**src/rtl/keypad_debounce_encoder.sv**
```systemverilog
// Keypad front end: synchronises and debounces one-hot key lines, encodes them,
// and hands one code per physical press to the time-entry logic over valid/ready.
module keypad_debounce_encoder #(
    parameter int N_KEYS          = 10,
    parameter int CODE_W          = 4,
    parameter int DEBOUNCE_CYCLES = 16,
    parameter bit STRICT          = 1'b1
) (
    input  logic              clk,
    input  logic              rst_n,
    input  logic [N_KEYS-1:0] keypad,
    input  logic              lock,
    input  logic              key_ready,
    output logic              key_valid,
    output logic [CODE_W-1:0] key_code,
    output logic              multi_key,
    output logic              overrun
);

    localparam int CNT_W = $clog2(DEBOUNCE_CYCLES + 1);
    localparam logic [CNT_W-1:0] CNT_LAST = CNT_W'(DEBOUNCE_CYCLES - 1);

    typedef enum logic [1:0] {IDLE, PRESS_DB, HELD, RELEASE_DB} state_t;

    state_t            state, state_n;
    logic [CNT_W-1:0]  cnt, cnt_n;
    logic [CODE_W-1:0] stored, stored_n;
    logic [CODE_W-1:0] cand_code;
    logic [N_KEYS-1:0] sync1, sync2;
    logic              any_line, multi, cand_valid, emit;

    always_ff @(posedge clk or negedge rst_n) begin
        if (!rst_n) begin
            sync1     <= '0;
            sync2     <= '0;
            multi_key <= 1'b0;
        end else begin
            sync1     <= keypad;
            sync2     <= sync1;
            multi_key <= multi;
        end
    end

    // Ascending scan: the last active line seen (highest index) wins.
    always_comb begin
        cand_code = '0;
        multi     = 1'b0;
        any_line  = 1'b0;
        for (int unsigned i = 0; i < N_KEYS; i++) begin
            if (sync2[i]) begin
                if (any_line) multi = 1'b1;
                any_line  = 1'b1;
                cand_code = (i == 0) ? '0 : CODE_W'(N_KEYS - i);
            end
        end
        cand_valid = any_line && !(STRICT && multi);
    end

    always_ff @(posedge clk or negedge rst_n) begin
        if (!rst_n) begin
            state  <= IDLE;
            cnt    <= '0;
            stored <= '0;
        end else begin
            state  <= state_n;
            cnt    <= cnt_n;
            stored <= stored_n;
        end
    end

    always_comb begin
        state_n  = state;
        cnt_n    = cnt;
        stored_n = stored;
        if (lock) begin
            state_n = RELEASE_DB;
            cnt_n   = '0;
        end else begin
            case (state)
                IDLE: begin
                    if (cand_valid) begin
                        state_n  = PRESS_DB;
                        stored_n = cand_code;
                        cnt_n    = CNT_W'(1);
                    end
                end
                PRESS_DB: begin
                    if (!cand_valid) begin
                        state_n = IDLE;
                        cnt_n   = '0;
                    end else if (cand_code != stored) begin
                        stored_n = cand_code;
                        cnt_n    = CNT_W'(1);
                    end else if (cnt >= CNT_LAST) begin
                        state_n = HELD;
                        cnt_n   = '0;
                    end else begin
                        cnt_n = cnt + 1'b1;
                    end
                end
                HELD: begin
                    if (!any_line) begin
                        state_n = RELEASE_DB;
                        cnt_n   = CNT_W'(1);
                    end
                end
                RELEASE_DB: begin
                    if (any_line) begin
                        state_n = HELD;
                        cnt_n   = '0;
                    end else if (cnt >= CNT_LAST) begin
                        state_n = IDLE;
                        cnt_n   = '0;
                    end else begin
                        cnt_n = cnt + 1'b1;
                    end
                end
                default: begin
                    state_n = IDLE;
                    cnt_n   = '0;
                end
            endcase
        end
    end

    always_comb begin
        emit = !lock && (state == PRESS_DB) && cand_valid &&
               (cand_code == stored) && (cnt >= CNT_LAST);
    end

    // A handshake on the same edge frees the slot, so the new event is not an overrun.
    always_ff @(posedge clk or negedge rst_n) begin
        if (!rst_n) begin
            key_valid <= 1'b0;
            key_code  <= '0;
            overrun   <= 1'b0;
        end else if (lock) begin
            key_valid <= 1'b0;
            overrun   <= 1'b0;
        end else begin
            overrun <= 1'b0;
            if (key_valid && key_ready) key_valid <= 1'b0;
            if (emit) begin
                if (!key_valid || key_ready) begin
                    key_valid <= 1'b1;
                    key_code  <= stored;
                end else begin
                    overrun <= 1'b1;
                end
            end
        end
    end

endmodule

```
**config.mk**
```make
export PLATFORM = sky130hd
export DESIGN_NAME = keypad_debounce_encoder
export DESIGN_NICKNAME = d
export VERILOG_FILES = /design/src/rtl/keypad_debounce_encoder.sv
export SDC_FILE = /design/constraint.sdc
export NUM_CORES = 1
export LEC_CHECK = 0
export ABC_AREA = 1
export ABC_CLOCK_PERIOD_IN_PS = 4700
export BUFFER_PORTS_ARGS = -buffer_cell sky130_fd_sc_hd__buf_2
export CORE_MARGIN = 5
export CORE_UTILIZATION = 50
export DETAILED_ROUTE_END_ITERATION = 12
export GPL_ROUTABILITY_DRIVEN = 0
export PLACE_DENSITY_LB_ADDON = 0.25
export SYNTH_ARGS = -nofsm -noshare
export SYNTH_HDL_FRONTEND = slang
export SYNTH_SLANG_ARGS = --single-unit
export TNS_END_PERCENT = 10
```
**constraint.sdc**
```tcl
create_clock -name clk -period 4.7 [get_ports clk]
set_input_delay 0.235 -clock clk [delete_from_list [all_inputs] [get_ports clk]]
set_output_delay 0.235 -clock clk [all_outputs]
set_load 0.01 [all_outputs]
```
* Word-level counts from Yosys, hierarchy flattened
Cells that the tools add are included.
Word-level totals: register bits after elaboration 38, bits in latches 0, output and inout port bits 7, memories 0, word-level logic and storage cells 106, RAM bits 0, ROM bits 0, input port bits 14
Operators by class: reductions and logical operators 16, multiply operators 0, multiplexer cells 65, shifts and indexed selects 0, equal/unequal tests 13, order comparisons 1, $add $sub $neg 1, bitwise logic cells 1, divide/modulo/power cells 0
Operators with widths (count):
- 4-bit two-way mux | 12
- 1-bit two-way mux | 35
- 5-bit two-way mux | 7
- 5-bit one-hot mux with 4 select lines | 1
- 2-bit two-way mux | 8
- 4-bit != test, second input constant | 3
- 5-bit AND reduction | 2
- 2-bit one-hot mux with 4 select lines | 1
- 4-bit one-hot mux with 2 select lines | 1
- 1-bit logical AND | 6
- 2-bit != test, second input constant | 3
- 3-bit != test, second input constant | 2
- 5-bit by 1-bit adder with 5-bit output, second input constant | 1
- 5-bit by 4-bit greater-or-equal comparator with 1-bit output, second input constant | 1
- 2-bit == test, second input constant | 2
- 4-bit == test | 1
- 4-bit != test | 1
- 1-bit zero test | 3
- 3-bit AND reduction | 1
- 2-bit by 1-bit == test with 1-bit output, second input constant | 1
- 2-bit zero test | 1
- 2-bit AND reduction | 1
- 2-bit nonzero test | 1
- 1-bit logical OR | 1
- 1-bit NOT | 1

* Depth between registers and ports, before layout
Gate-level depths: netlist of run 1.
depth in word-level cells 26, depth in mapped cells 15, gate-level depth less buffers 15

* Worst setup path after synthesis of run 1
Ideal clock, no wire load.
path type register to register, from register cnt[0], to register state[0], slack 2.926 ns, clock period less this slack 1.774 ns, data required time 4.635 ns, setup time 0.065 ns, stages on the path, launching flop included 12, arrival time 1.709 ns, path through dfrtp_1 -> ha_1 -> nand2_1 -> nor2_1 -> ha_1 -> nor3_1 -> inv_1 -> nand4_1 -> nand2_1 -> nand2_1 -> nand2_1 -> nand2_1
On the way: longest elaborated chain between the ends 3, elaborated cells on any way between the ends 4, those cells by class 1 x order compare; 2 x eq/ne; 1 x reduce/logical
RTL lines:
- start: declaration | RTL line 26 | logic [CNT_W-1:0] cnt, cnt_n;
- start signal: assignment | RTL line 66 | cnt <= cnt_n;
- 5-bit by 4-bit greater-or-equal comparator with 1-bit output (*) | RTL line 94, 111
- 4-bit != test (no line)
- 5-bit AND reduction (no line) (*)
- end signal: assignment | RTL line 65 | state <= state_n;
- end: declaration | RTL line 25 | state_t state, state_n;
Mark *: on every way between the ends. The rest lies on a longest branch, timed or not. A chain may end at the register's enable or synchronous reset.

* Worst setup path after layout of run 1
from register cnt[0], to register state[1]
Same word-level chain as after synthesis.

==> results of run 1 <==
==> power by group through the flow <==
stage	combinational, mW	clock, mW	sequential (mW)
finish	0.0973	0.171	0.372
global route	0.115	0.194	0.375
CTS	0.0986	0.179	0.372
detailed placement	0.0916	0	0.378
global placement	0.0895	0	0.377
floorplan	0.0751	0	0.366
==> cell type report <==
class / instances / area, µm²
multi-input combinational: 146 / 713
tap: 46 / 57.6
clock buffer: 7 / 55.1
sequential: 38 / 951
timing repair buffer: 31 / 210
clock inverter: 1 / 5.00
inverter: 27 / 101
fill: 307 / 1300
==> worst paths after layout <==
path                        endpoint  slack, ps
hold / removal             key_valid        190
hold reg to reg             sync2[8]        360
setup / recovery            state[1]       2660
setup reg to reg            state[1]       2660
min in group asynchronous   sync1[1]        500
max in group asynchronous  stored[0]       3700
==> cells by family (layout without fill, tap and decap cells) <==
kind of cell | count (synthesis) | in the layout | share of synthesized area (%)
AND/OR/NAND/NOR | 130 | 130 | 34.6
adder cells (fa/ha/maj) | 2 | 2 | 1.41
buffers and inverters | 28 | 66 | 6.01
flip-flops | 38 | 38 | 53.7
AO/OA/AOI/OAI | 14 | 14 | 4.31
==> Yosys cell counts, types with 2 or more instances <==
cell type,count
a21oi_1,5
dfrtp_1,38
ha_1,2
inv_1,26
nand2_1,74
nand3_1,16
nand4_1,6
nand4_2,2
nor2_1,13
nor2_2,9
nor2_4,3
nor3_1,2
o21ai_0,6
==> sequential cells by signal, indices dropped and copies added, names as in the netlist <==
signal,flops
stored,4
state,2
key_code,4
overrun,1
cnt,5
multi_key,1
sync1,10
sync2,10
key_valid,1
==> routing by layer <==
layer	vias to the layer above	routed length, µm	share of wire (%)
li1	743	-	-
met1	631	1460	48
met5	-	0	0
met2	19	1410	46
met4	0	59	1.9
met3	6	132	4.3
==> repair_timing <==
| action | 4_1_cts | 5_1_grt |
|---|---|---|
| endpoints found under the hold margin | 48 | 0 |
| gates resized for setup | 0 | 0 |
| hold buffers | 11 | 0 |
==> reports/metrics.csv, run 1 <==
stage,metric,value,unit
hold_path,hold_class,primary input to flip-flop,
power,p_clk_share,26.7,%
sta,clock_skew,5.59,ps
worst_setup_path,slowest_delay,420,ps
yosys,syn_avg_cell_area,8.35,µm²
route,wirelength,3.06,mm
power,peakVddDrop,184,µV
worst_setup_path,arrival,2330,ps
global_route,grtUsageTotal,15.0,%
die,rows,21,
global_route,met1_usage,18.1,%
cells_and_area,final_area,2090,µm²
global_route,grt_use_met2,24.6,%
cells_and_area,area_delta_synth_final,18.2,%
yosys,postSynthCellCount,212,
placement,port_buffers,20,
yosys,ys_warn_count,0,
die,dieArea,4830,µm²
cells_and_area,layout_common_cells,"nand2_1 (74), dfrtp_1 (38), inv_1 (26)",
worst_setup_path,timing.critical_path.mode_cell,nand2_1,
yosys,ys_seq_area_share,53.7,%
yosys,yosys.area.top_type_share,53.7,%
worst_setup_path,end_kind,flip-flop,
global_route,antenna_found_initial,0,
placement,dp_hpwl,2.27,mm
worst_setup_path,start_kind,flip-flop,
die,pin_count,21,
global_route,grt_pass1_vias,1375,
cells_and_area,finalNonFillerCells,296,
sta,post-route-min-period,2040,ps
sta,finalSetupViolations,0,
sta,fmax,489,MHz
cts,cts_made_buffers,5,
cells_and_area,final_common_cell,nand2_1,
route,drcViolationCount,0,
yosys,syn-num-nets,228,
power,power_switching,0.183,mW
sta,slew_headroom,48.0,%
run_status,outcome,"finished, final reports clean",
yosys,synthFlopType,dfrtp_1,
power,p_seq_share,58.1,%
worst_setup_path,crit_chain,ha_1 -> nand2_1 -> nor2_1 -> ha_1 -> nor3_1 -> inv_1 -> nand4_1 -> nand2_1 -> nand2_1 -> nand2_1 -> nand2_1,
route,routed_via_density,4.73,
die,start_util,52.2,%
power,power.total,0.640,mW
cts,cts_tree,done,
worst_setup_path,r2r-start,cnt[0],
die,coreArea,3390,µm²
hold_path,min_path_cells,2,
cts,clock_path_buffers,2,
cells_and_area,final_nets,265,
cts,clk_pin_slew,100,ps
sta,fin_setup_tns,0,ps
power,combPwrFrac,15.2,%
worst_setup_path,slowest_stage,dfrtp_1,
route,routedWlPerCell,10.3,µm
placement,dp.cells,277,
yosys,ys_types,23,
global_route,grt.busiest_layer,met2,
sta,tightest_slew,780,ps
die,die-height,69.5,µm
yosys,syn_area,1770,µm²
cells_and_area,diodes,0,
yosys,ys_ff_latch,38,
route,ant_nets,0,
flow_run,cap_violations,0,
global_route,grt_overflow,0,
worst_setup_path,critical-path-top-delay-family,simple AND/OR/NAND/NOR gates,
yosys,ys_top_cells_by_area,"dfrtp_1 (54%), nand2_1 (16%), inv_1 (5.5%)",
worst_setup_path,crit_start,cnt[0],
worst_setup_path,crit_required,4980,ps
hold_path,min_from,lock,
route,vias,1399,
yosys,async_flop_share,100,%
worst_setup_path,crit_fanout,5,
placement,dpl_cell_area,1920,µm²
cts,clk_latency,340,ps
power,leakage,1.08,nW
worst_setup_path,rr_worst_depth,11,
cells_and_area,final_util,61.8,%
power,intPower,0.456,mW
yosys,synth-edff-count,0,
power,swShare,28.6,%
cells_and_area,drive_above_1_share,18.4,%
worst_setup_path,cp_num_buf_inv,1,
power,powerDensity,306,nW/µm²
cts,cts_setup_buffers,0,
worst_setup_path,cp.depth,11,
global_route,met3_usage,4.06,%
global_route,grt_pass1_wl,5.75,mm
worst_setup_path,critPathKind,flip-flop to flip-flop,
route,first_pass_iters,4,
sta,worst_slack,2660,ps
sta,maxSlewViolCount,0,
cts,htree_levels,2,
cts,cts-root-buf,clkbuf_4,
sta,rsz0062_at_grt,no,
global_route,grt_max_degree,39,
cts,clock_sinks,38,
sta,holdWs,194,ps
yosys,yosys.area.top_type,dfrtp_1,
sta,hold_viol_final,0,
placement,dp_slack,2660,ps
sta,fin_crit_sh,43.5,%
route,first_iter_violations,76,
die,die_x,69.5,µm
(Power assumes the default switching activity.)
==> run 2, diff against run 1 <==
--- a/config.mk
+++ b/config.mk
@@ -5,8 +5,8 @@
 export SDC_FILE = /design/constraint.sdc
 export NUM_CORES = 1
 export LEC_CHECK = 0
-export ABC_AREA = 1
-export ABC_CLOCK_PERIOD_IN_PS = 4700
+export ABC_AREA = 0
+export ABC_CLOCK_PERIOD_IN_PS = 1990
 export BUFFER_PORTS_ARGS = -buffer_cell sky130_fd_sc_hd__buf_2
 export CORE_MARGIN = 5
 export CORE_UTILIZATION = 50
==> constraint.sdc (replaced) <==
create_clock -name clk -period 1.99 [get_ports clk]
set_input_delay 0.0995 -clock clk [delete_from_list [all_inputs] [get_ports clk]]
set_output_delay 0.0995 -clock clk [all_outputs]
set_load 0.01 [all_outputs]
==> run 2 against run 1 <==
The run now ends with negative setup slack left. Routed wire length rose by 25%. Power rose by 120%. Final area rose by 13%. Hold slack got worse by 130 ps. Register-to-register slack got worse by 3100 ps. First-iteration DRC count fell by 9.2%. Critical path depth fell by 4. Critical endpoint is now cnt[2]. Largest power group unchanged.
==> reports/metrics.csv, run 2 <==
stage,metric,value,unit
cells_and_area,final_common_cell,dfrtp_1,
global_route,grtUsageTotal,19.6,%
worst_setup_path,end_kind,flip-flop,
cells_and_area,diodes,0,
yosys,ys_seq_area_share,59.1,%
worst_setup_path,critPathKind,flip-flop to flip-flop,
yosys,yosys.area.top_type_share,59.1,%
route,first_pass_iters,4,
cells_and_area,final_util,76.6,%
cells_and_area,multi_input_area,756,µm²
cts,clk_pin_slew,130,ps
placement,dp_hpwl,2.52,mm
sta,fmax,403,MHz
global_route,grt_overflow,0,
cts,clock_sinks,38,
global_route,grt_pass1_vias,1432,
die,die-height,66.8,µm
sta,finalSetupViolations,17,
yosys,synth_common_cells,"dfrtp_1 (38), nor2_1 (9), mux2_2 (8), nor3_1 (8), o21ai_0 (8)",
yosys,syn-num-nets,148,
yosys,synth-edff-count,0,
sta,clock_skew,21.6,ps
die,pin_count,21,
power,powerDensity,587,nW/µm²
sta,fin_crit_sh,125,%
yosys,ys_warn_count,0,
yosys,ys_types,41,
die,start_util,52.3,%
worst_setup_path,crit_fanout,6,
cts,cts-root-buf,clkbuf_4,
cells_and_area,layout_common_cells,"dfrtp_1 (38), buf_4 (35), buf_2 (20)",
sta,slew_headroom,45.9,%
sta,worst_slack,-490,ps
cts,htree_levels,2,
route,routed_via_density,5.35,
global_route,grt_max_degree,39,
hold_path,hold_class,primary input to flip-flop,
yosys,postSynthCellCount,132,
die,dieArea,4460,µm²
die,rows,20,
sta,post-route-min-period,2480,ps
cts,clk_latency,350,ps
cells_and_area,drive_above_1_share,46.7,%
die,coreArea,3080,µm²
worst_setup_path,r2r_slack,-490,ps
yosys,synthFlopType,dfrtp_1,
yosys,ys_ff_latch,38,
worst_setup_path,arrival,2790,ps
route,routedWlPerCell,15.1,µm
global_route,antenna_found_initial,0,
cells_and_area,largestRegisters,"sync1: 10 flops, sync2: 10 flops, cnt: 5 flops",
cells_and_area,seqCellArea,951,µm²
sta,fin_setup_tns,-6550,ps
run_status,violations,negative setup slack,
sta,tightest_slew,811,ps
power,leakage,1.07,nW
yosys,yosys.area.top_type,dfrtp_1,
die,die_x,66.8,µm
yosys,async_flop_share,100,%
cts,cts_tree,done,
yosys,syn_avg_cell_area,12.2,µm²
placement,port_buffers,20,
run_status,outcome,finished with violations,
worst_setup_path,start_kind,flip-flop,
cells_and_area,final_nets,225,
flow_run,cap_violations,0,
route,first_iter_violations,69,
worst_setup_path,crit_required,2300,ps
cts,cts_made_buffers,5,
yosys,ys_top_cells_by_area,"dfrtp_1 (59%), mux2_2 (5.6%), nor3_1 (2.5%)",
sta,maxSlewViolCount,0,
cts,clock_path_buffers,2,
yosys,syn_area,1610,µm²
route,drcViolationCount,0,
sta,holdWs,67.1,ps
cells_and_area,n_fill_cell,198,
global_route,grt_pass1_wl,6.43,mm
sta,hold_viol_final,0,
yosys,synth.most_common_cell,dfrtp_1,
sta,rsz0062_at_grt,yes,
cells_and_area,area_delta_synth_final,46.4,%
route,vias,1360,
route,wirelength,3.82,mm
route,ant_nets,0,
power,peakVddDrop,486,µV
[run 2: cell types whose count changed in the layout (fill, tap and decap cells not counted), sizes merged, moves of 4 or more]
cell,before,now
mux2,0,8
nor3,2,8
inv,27,4
nand4,8,2
nor3b,1,5
nand3,17,2
nand2,76,6
buf,20,58
nor2,25,9
[run 2: worst paths after layout]
kind,start,to,cells after the start
max,sync2[4],cnt[2],7
min,key_ready,overrun,3
max reg2reg,sync2[4],cnt[2],7
min reg2reg,sync1[7],sync2[7],0
max in group asynchronous,rst_n,sync2[6],2
min in group asynchronous,rst_n,overrun,2
[run 2: logic make-up (layout without fill, tap and decap cells)]
| family | after synthesis | in the layout | share of synthesized area (%) |
|---|---|---|---|
| fa+ha+maj | 3 | 3 | 2.18 |
| mux | 8 | 8 | 5.59 |
| xor+xnor | 1 | 1 | 0.544 |
| buf+inv | 4 | 82 | 0.932 |
| flops | 38 | 38 | 59.1 |
| compound gates | 29 | 29 | 12.7 |
| simple gates | 49 | 49 | 19.0 |
[run 2: cell type report]
class	instances	share of cell area, %
Inverter	4	0.637
Clock inverter	2	0.531
Timing Repair Buffer	70	21.9
Multi-Input combinational cell	90	32.1
Sequential cell	38	40.3
Clock buffer	6	2.18
Tap cell	44	2.34
[run 2: timing repair]
action,4_1_cts,5_1_grt
pin swaps,5,4
setup endpoints to repair,17,17
buffers inserted,2,0
resized for setup,6,14
hold buffers,12,0
endpoints found under the hold margin,49,0
[run 2: per-stage QoR]
stage | power, mW | cell area [µm²] | setup slack (ps) | std cells
detailed placement | 0.940 | 2080 | -564 | 232
finish | 1.38 | 2360 | -490 | 254
global placement | 0.935 | 2080 | -444 | 232
global route | 1.45 | 2360 | -622 | 254
floorplan | 0.865 | 1660 | -420 | 132
CTS | 1.38 | 2300 | -506 | 254
[run 2: critical path: stages, from the launching register on]
cell and delay [ps]:
dfrtp_1 450, or4_4 590, nor4b_4 220, o21ai_1 110, a211o_1 330, o41a_1 430
nor3b_2 200, a211o_1 120
[run 2: per-layer routing]
layer  vias up  routed length (µm)  GRT usage (%)
met5         -                   0              0
met2        41                2000           34.4
met1       656                1560           22.5
li1        650                   -              -
met3        13                 175           4.55
met4         0                  89           8.88
[run 2: power breakdown]
| part | switching, mW | internal [mW] | leakage (nW) |
|---|---|---|---|
| clock | 0.259 | 0.170 | 0.0343 |
| sequential | 0.0132 | 0.793 | 0.472 |
| combinational | 0.0719 | 0.0768 | 0.567 |
==> run 3, diff against run 2 <==
--- a/config.mk
+++ b/config.mk
@@ -6,7 +6,7 @@
 export NUM_CORES = 1
 export LEC_CHECK = 0
 export ABC_AREA = 0
-export ABC_CLOCK_PERIOD_IN_PS = 1990
+export ABC_CLOCK_PERIOD_IN_PS = 2700
 export BUFFER_PORTS_ARGS = -buffer_cell sky130_fd_sc_hd__buf_2
 export CORE_MARGIN = 5
 export CORE_UTILIZATION = 50
==> constraint.sdc (replaced) <==
create_clock -name clk -period 2.7 [get_ports clk]
set_input_delay 0.135 -clock clk [delete_from_list [all_inputs] [get_ports clk]]
set_output_delay 0.135 -clock clk [all_outputs]
set_load 0.01 [all_outputs]
==> run 3 against run 2 <==
The run now ends clean. Routed wire length is 22% lower. Combinational power is 52% lower. Clock power is 31% lower. Core utilization is 11 points lower. Power is 30% lower. Flip-flop and latch count stayed put. Sequential power is 26% lower. Critical path type unchanged. Highest routed layer unchanged.
==> reports/metrics.csv, run 3 (synthesized netlist as in run 2, its figures left out) <==
stage,metric,value,unit
sta,maxSlewViolCount,0,
hold_path,min_path_cells,2,
power,power.total,0.965,mW
cts,htree_levels,2,
worst_setup_path,crit_required,2930,ps
global_route,grt_pass1_wl,5.58,mm
route,first_iter_violations,84,
worst_setup_path,start_kind,flip-flop,
power,powerDensity,482,nW/µm²
cells_and_area,area_delta_synth_final,24.5,%
route,ant_nets,0,
power,swShare,22.8,%
flow_run,cap_violations,0,
placement,dp_slack,80.0,ps
power,p_clk_share,30.8,%
global_route,grt_pass1_vias,1280,
die,rows,20,
die,pin_count,21,
die,coreArea,3080,µm²
sta,fmax,392,MHz
sta,worst_slack,151,ps
cts,cts_tree,done,
power,intPower,0.745,mW
placement,dp.cells,203,
global_route,antenna_found_initial,0,
hold_path,hold_class,primary input to flip-flop,
cells_and_area,diodes,0,
cells_and_area,finalNonFillerCells,222,
cts,clock_path_buffers,2,
cts,cts-root-buf,clkbuf_4,
route,routedWlPerCell,13.5,µm
worst_setup_path,critPathKind,flip-flop to flip-flop,
cts,clk_pin_slew,100,ps
die,die-height,66.8,µm
cells_and_area,drive_above_1_share,30.3,%
cells_and_area,largestRegisters,"sync1: 10 flops, sync2: 10 flops, cnt: 5 flops",
cts,clock_sinks,38,
sta,holdWs,34.7,ps
cells_and_area,final_common_cell,dfrtp_1,
route,vias,1210,
sta,rsz0062_at_grt,no,
route,first_pass_iters,4,
route,drcViolationCount,0,
sta,finalSetupViolations,0,
global_route,grt_overflow,0,
sta,clock_skew,5.66,ps
power,p_seq_share,61.8,%
die,start_util,52.3,%
placement,port_buffers,20,
worst_setup_path,crit_fanout,6,
worst_setup_path,arrival,2780,ps
route,wirelength,3.00,mm
cts,clk_latency,340,ps
cells_and_area,layout_common_cells,"dfrtp_1 (38), buf_2 (20), dlygate4sd3_1 (11)",
placement,dpl_cell_area,1820,µm²
sta,fin_setup_tns,0,ps
worst_setup_path,end_kind,flip-flop,
placement,dp_hpwl,2.13,mm
power,power_switching,0.220,mW
die,die_x,66.8,µm
cells_and_area,final_area,2000,µm²
sta,slew_headroom,46.2,%
cells_and_area,final_nets,193,
power,peakVddDrop,381,µV
power,combPwrFrac,7.4,%
global_route,grt_max_degree,39,
cells_and_area,final_util,65.1,%
sta,tightest_slew,807,ps
sta,hold_viol_final,0,
sta,post-route-min-period,2550,ps
sta,fin_crit_sh,94.4,%
power,leakage,0.897,nW
run_status,outcome,"finished, final reports clean",
global_route,grtUsageTotal,16.6,%
die,dieArea,4460,µm²
worst_setup_path,rr_worst_depth,6,
cts,cts_made_buffers,5,
route,routed_via_density,5.45,
==> run 3: layout make-up <==
cell class                      instances  area (µm²)
Inverter                                4        15.0
Sequential cell                        38         951
Clock buffer                            7        55.1
Timing Repair Buffer                   38         263
Fill cell                             251        1070
Multi-Input combinational cell         90         661
Tap cell                               44        55.1
Clock inverter                          1        5.00
==> run 3: path summary, 6_finish.rpt <==
check                           startpoint     endpoint  slack [ps]
worst max-delay path              sync2[3]  key_code[3]         150
worst min-delay path                  lock       cnt[0]          30
worst max register to register    sync2[3]  key_code[3]         150
worst min register to register    sync1[2]     sync2[2]         360
max in group asynchronous            rst_n    stored[1]        1760
min in group asynchronous            rst_n       cnt[3]         430
==> run 3: power by group through the flow <==
stage / clock network [mW] / logic, mW / registers [mW]
6_report: 0.297 / 0.0717 / 0.597
5_1_grt: 0.338 / 0.0813 / 0.600
4_1_cts: 0.314 / 0.0717 / 0.597
3_5_place_dp: 0 / 0.0595 / 0.608
3_3_place_gp: 0 / 0.0575 / 0.607
2_1_floorplan: 0 / 0.0262 / 0.607
==> run 3: routing by layer <==
metal | part of all wire [%] | GRT usage (%)
met4 | 1.6 | 6.35
met2 | 54 | 29.5
met5 | 0 | 0
met1 | 40 | 18.0
met3 | 4.6 | 5.73
==> run 3: worst max-delay path, cell delays in order (launching register included) <==
cell	delay, ps
dfrtp_1	450
or4_4	540
nor4b_2	230
o21ai_0	120
a211o_1	390
nor4_4	340
mux2_2	380
==> run 3: repair_timing <==
item | 4_1_cts | 5_1_grt
gates resized for setup | 0 | 3
buffers inserted | 0 | 0
endpoints found under the setup margin | 0 | 5
hold buffers | 11 | 0
hold endpoints to repair | 48 | 0
